File: config.mk
export PLATFORM = sky130hd
export DESIGN_NAME = power_switch_seq
export DESIGN_NICKNAME = d
export VERILOG_FILES = /design/src/rtl/power_switch_seq.sv
export SDC_FILE = /design/constraint.sdc
export NUM_CORES = 1
export LEC_CHECK = 0
export BUFFER_PORTS_ARGS = -buffer_cell sky130_fd_sc_hd__buf_4
export CORE_UTILIZATION = 31
export CTS_BUF_LIST = sky130_fd_sc_hd__clkbuf_4 sky130_fd_sc_hd__clkbuf_8 sky130_fd_sc_hd__clkbuf_16
export DETAILED_ROUTE_END_ITERATION = 8
export GPL_TIMING_DRIVEN = 0
export PLACE_DENSITY = 0.55
export RECOVER_POWER = 50
export REMOVE_ABC_BUFFERS = 1
export SYNTH_ARGS = -nofsm -noshare
export SYNTH_HDL_FRONTEND = slang
export SYNTH_SLANG_ARGS = --single-unit
File: constraint.sdc
create_clock -name clk -period 2.27 [get_ports clk]
set_input_delay 0.1135 -clock clk [delete_from_list [all_inputs] [get_ports clk]]
set_output_delay 0.1135 -clock clk [all_outputs]
set_load 0.01 [all_outputs]
File: src/rtl/power_switch_seq.sv
// Power-switch sequencer: one-at-a-time header ramp, isolation and power-good for five domains.
// Define RETENTION_EN to add the SAVE state and the ret_save/ret_rest pulses.
module power_switch_seq #(
  parameter int RAMP_CYC = 16,
  parameter int ISO_CYC  = 2,
  parameter int OFF_HOLD = 8
) (
  input  logic       clk,
  input  logic       resn,
  input  logic [4:0] pwr_req,
  output logic [4:0] sw_en,
  output logic [4:0] iso_n,
  output logic [4:0] pwr_ok,
  output logic       ramp_busy,
  output logic [4:0] ret_save,
  output logic [4:0] ret_rest
);

  localparam int N = 5;

  localparam logic [7:0] LP_RAMP_M1 = 8'(RAMP_CYC - 1);
  localparam logic [7:0] LP_ISO_M1  = 8'(ISO_CYC - 1);
  localparam logic [7:0] LP_HOLD    = 8'(OFF_HOLD);

  typedef enum logic [2:0] {
    S_OFF,
    S_WAIT,
    S_RAMP,
    S_DEISO,
    S_ON,
    S_ISO,
    S_SAVE
  } state_t;

  logic [N-1:0] r_req;
  state_t       r_st    [N];
  state_t       w_nst   [N];
  logic [7:0]   r_cnt   [N];
  logic [7:0]   w_ncnt  [N];
  logic [7:0]   r_hold  [N];
  logic [7:0]   w_nhold [N];

  logic [N-1:0] w_cand;
  logic [N-1:0] w_inramp;
  logic [N-1:0] w_grant;
  logic         w_any_ramp;

  always_comb begin
    w_cand   = '0;
    w_inramp = '0;
    for (int i = 0; i < N; i++) begin
      w_inramp[i] = (r_st[i] == S_RAMP);
      w_cand[i]   = r_req[i] &&
                    ((r_st[i] == S_OFF && r_hold[i] >= LP_HOLD) ||
                     r_st[i] == S_WAIT);
    end
  end

  // Single ramp slot; lowest requesting bit wins.
  assign w_any_ramp = |w_inramp;
  assign w_grant    = w_any_ramp ? '0 : (w_cand & (~w_cand + 5'd1));

  always_comb begin
    for (int i = 0; i < N; i++) begin
      w_nst[i]   = r_st[i];
      w_ncnt[i]  = '0;
      w_nhold[i] = r_hold[i];
      if ((r_st[i] == S_OFF || r_st[i] == S_WAIT) &&
          r_hold[i] != 8'hFF)
        w_nhold[i] = r_hold[i] + 8'd1;
      case (r_st[i])
        S_OFF: begin
          if (w_cand[i])
            w_nst[i] = w_grant[i] ? S_RAMP : S_WAIT;
        end
        S_WAIT: begin
          if (!r_req[i])
            w_nst[i] = S_OFF;
          else if (w_grant[i])
            w_nst[i] = S_RAMP;
        end
        S_RAMP: begin
          if (!r_req[i]) begin
            w_nst[i]   = S_OFF;
            w_nhold[i] = '0;
          end else if (r_cnt[i] == LP_RAMP_M1) begin
            w_nst[i] = S_DEISO;
          end else begin
            w_ncnt[i] = r_cnt[i] + 8'd1;
          end
        end
        S_DEISO: begin
          if (!r_req[i])
            w_nst[i] = S_ISO;
          else if (r_cnt[i] == LP_ISO_M1)
            w_nst[i] = S_ON;
          else
            w_ncnt[i] = r_cnt[i] + 8'd1;
        end
        S_ON: begin
          if (!r_req[i])
            w_nst[i] = S_ISO;
        end
        S_ISO: begin
          if (r_cnt[i] == LP_ISO_M1) begin
`ifdef RETENTION_EN
            w_nst[i] = S_SAVE;
`else
            w_nst[i]   = S_OFF;
            w_nhold[i] = '0;
`endif
          end else begin
            w_ncnt[i] = r_cnt[i] + 8'd1;
          end
        end
        S_SAVE: begin
          w_nst[i]   = S_OFF;
          w_nhold[i] = '0;
        end
        default: begin
          w_nst[i] = S_OFF;
        end
      endcase
    end
  end

  always_ff @(posedge clk) begin
    if (!resn) begin
      r_req <= '0;
      for (int i = 0; i < N; i++) begin
        r_st[i]   <= S_OFF;
        r_cnt[i]  <= '0;
        r_hold[i] <= 8'hFF;
      end
    end else begin
      r_req <= pwr_req;
      for (int i = 0; i < N; i++) begin
        r_st[i]   <= w_nst[i];
        r_cnt[i]  <= w_ncnt[i];
        r_hold[i] <= w_nhold[i];
      end
    end
  end

  always_comb begin
    sw_en    = '0;
    iso_n    = '0;
    pwr_ok   = '0;
    ret_save = '0;
    ret_rest = '0;
    for (int i = 0; i < N; i++) begin
      sw_en[i]  = (r_st[i] != S_OFF) && (r_st[i] != S_WAIT);
      iso_n[i]  = (r_st[i] == S_ON);
      pwr_ok[i] = (r_st[i] == S_ON);
`ifdef RETENTION_EN
      ret_save[i] = (r_st[i] == S_SAVE);
      ret_rest[i] = (r_st[i] == S_DEISO) && (r_cnt[i] == 8'd0);
`endif
    end
  end

  // Slot counts as taken while a grant is being issued as well.
  assign ramp_busy = w_any_ramp | (|w_grant);

endmodule

==> impl_metrics.ini <==
[power]
p_seq_share_pct = 39.6
clkPwrFrac_pct = 25.8
p_int_w = 0.00416
powerDensity_mw_per_mm2 = 1030
switching_share_pct = 35.0
p_switching_w = 0.00224
ir_worst_vdd_mv = 0.565
pwr-share-comb_pct = 34.6
p_leak_nw = 2.35
p_total_w = 0.00640

[global_routing]
grt_pass1_wl_um = 18400
antenna_found_initial = 0
grt_usage_pct = 12.4
grt_pass1_vias = 3958
grt-ovfl-total = 0
grt_max_degree = 61

[sta]
fin_ws_ns = -0.0548
setup_viol = 1
period_minus_slack_ns = 2.32
maxClockFrequency_ghz = 0.430
clock_skew_ns = 0.00810
rsz0062_at_grt = yes
hold_viol_final = 0
tns_ns = -0.0548
hold_slack_ns = 0.242
finalMaxSlewViolations = 0
relSlewSlack_pct = 60.2
tightest_slew_ns = 0.597
period_share_pct = 102

[detailed_routing]
drc_errors = 0
finalWirelength_um = 10700
drt.antenna.violating_nets = 0
first_pass_iters = 5
avgRoutedWirePerCell_um = 11.8
vias = 4363
vias_per_cell = 4.83
drt_iter0_markers = 188

[layout]
fillers = 1833
mostFrequentLayoutCells = dfxtp_1 (89), nor2_1 (82), o21ai_0 (58)
diodes = 0
final_util_pct = 36.1
final_common_cell = dfxtp_1
fin_nets = 700
area_growth_pct = 14.1
drive_gt1_share_pct = 11.1

[worst_setup_path]
crit_arrival_ns = 2.21
cp_cell_sequence = or4_4, o311ai_4, nand4_1, buf_4, nor3_4, nand2_2, buf_6
worstPathMaxFanout = 2
max_stage_delay_ns = 0.55
r2r-start = r_cnt[0][24]
cpMaxStageDelayCell = or4_4
reg2regPathDepth = 7
startpoint = r_hold[0][12]
r2r_setup_slack_ns = 0.02
worstSetupStartpointType = flop
r2r_end = r_st[0][10]
cp_data_required_time_ns = 2.16
criticalPathCategory = reg2out
end_kind = output pin
endpoint = ramp_busy

[die]
die-height_um = 134
die_area_mm2 = 0.0180
fp.dieW_um = 134
coreArea_mm2 = 0.0172
rows = 48
start_util_pct = 31.6
num_io_pins = 33

[clock_network]
cts_made_buffers = 9
cts_root_buf = clkbuf_16
htreeDepth = 3
clk_latency_ns = 0.34
clk_path_buf_depth = 2
clk_pin_slew_ns = 0.07
cts_tree = yes
cts_num_sinks = 100

[min_path]
hold_class = in2reg

[logic_synthesis]
synth_flop_cell = dfxtp_1
mappedNetlistArea_mm2 = 0.00543
avgSynthCellArea_um2 = 8.25
synthArstFlopShare_pct = 0
synth_cell_type_count = 74
ys_ff_latch = 100
seq_area_frac_synth_pct = 36.9
synth_edf_count = 0
syn_inst = 658
yosysWarningCount = 0

[run]
cap_viol_max_count = 0

[status]
status = finished, violations left
violations = negative setup slack

[place]
pre_cts_ws_ns = -0.337
place.detailed.hpwl_um = 7050
gp_congestion = 0.778
io_buffers = 22
area by class of cell:
| type | instances | area [um2] | area share, % |
|---|---|---|---|
| repair buffers | 35 | 226 | 3.66 |
| multi-input cells | 498 | 3240 | 52.3 |
| inverters | 29 | 109 | 1.76 |
| clock inverters | 6 | 88.8 | 1.43 |
| well taps | 225 | 282 | 4.55 |
| flip-flops and latches | 100 | 2020 | 32.6 |
| clock buffers | 10 | 233 | 3.76 |
cell families (layout without fill, tap and decap cells):
| group | count (synthesis) | after routing | synth area share [%] |
|---|---|---|---|
| buffers and inverters | 69 | 80 | 5.83 |
| AND/OR/NAND/NOR | 259 | 259 | 24.3 |
| flip-flops | 100 | 100 | 36.9 |
| other | 1 | 10 | 0.0691 |
| AO/OA/AOI/OAI | 136 | 136 | 16.3 |
| multiplexers | 9 | 9 | 1.66 |
| adder cells (fa/ha/maj) | 20 | 20 | 4.61 |
| XOR/XNOR | 64 | 64 | 10.3 |
critical path, delay by kind of cell, from the launching register on:
family                 cells  cell delay (ns)
AND/OR/NAND/NOR            4             1.01
flip-flops                 1             0.32
buffers and inverters      2             0.30
AO/OA/AOI/OAI              1             0.24
how the worst min path moves through the flow:
stage | from | to | slack, ns | depth (start not counted)
finish | resn | r_hold[0][33] | 0.24 | 2
global route | resn | r_hold[0][37] | 0.28 | 2
CTS | resn | r_hold[0][15] | 0.25 | 2
detailed placement | pwr_req[3] | r_req[3] | 0.33 | 2
global placement | pwr_req[4] | r_req[4] | 0.33 | 2
floorplan | resn | r_hold[0][0] | 0.19 | 1
Yosys cell counts (2+ instances only):
cell type	n	area, um2
and3_1	14	87.6
buf_4	15	113
o21ai_0	59	295
nand2_1	49	184
o31ai_1	2	15.0
o31a_1	3	26.3
o21ai_1	2	10.0
nor3b_1	4	30.0
o221ai_1	2	17.5
a2bb2oi_1	2	17.5
dfxtp_1	100	2000
nand2b_1	8	50.1
or3_1	4	25.0
xor2_1	36	315
nand3b_1	5	37.5
xnor2_1	28	245
nor4_1	5	31.3
and2_1	6	37.5
or3b_2	3	26.3
inv_1	29	109
mux2i_1	9	90.1
nor3_1	9	45.0
nor2_1	82	308
nor4b_1	2	17.5
a311oi_1	2	17.5
or4_1	3	22.5
o21a_1	2	15.0
ha_1	20	250
a31oi_1	5	31.3
nand4_1	12	75.1
a21oi_1	25	125
o21bai_1	2	15.0
o311ai_0	2	17.5
a22oi_1	2	15.0
clkbuf_1	23	86.3
nand3_1	28	140
or4_4	3	33.8
nor2b_1	8	50.1
a21o_1	3	22.5
or2_2	4	25.0
and3b_1	3	26.3
power by group through the flow:
stage	Clock [W]	Combinational, W	Sequential, W
after floorplan	0	0.00172	0.00246
after global placement	0	0.00204	0.00257
after detailed placement	0	0.00205	0.00256
after CTS	0.00171	0.00219	0.00253
after global routing	0.00178	0.00253	0.00260
final	0.00165	0.00221	0.00253
what timing repair did:
action | CTS | global route
hold buffers | 5 | 0
gates resized for setup | 18 | 16
setup endpoints to repair | 4 | 20
setup buffers | 7 | 1
hold endpoints to repair | 5 | 0
pin swaps | 7 | 6
routing by layer:
metal | routed length (um) | GRT usage, %
met1 | 5390 | 16.7
met2 | 4830 | 19.6
met3 | 298 | 2.76
met4 | 144 | 3.87
met5 | 0 | 0
state kept, by name, indices dropped and copies added, names as in the netlist:
name    flops
r_req       5
r_hold     40
r_cnt      40
r_st       15
metrics by stage:
stage | instances | area, um2
final | 903 | 6190
after CTS | 902 | 6190
after global placement | 874 | 5700
after global routing | 903 | 6190
after floorplan | 627 | 5250
after detailed placement | 874 | 5700
Note: power is estimated with default switching activity, not from simulation.
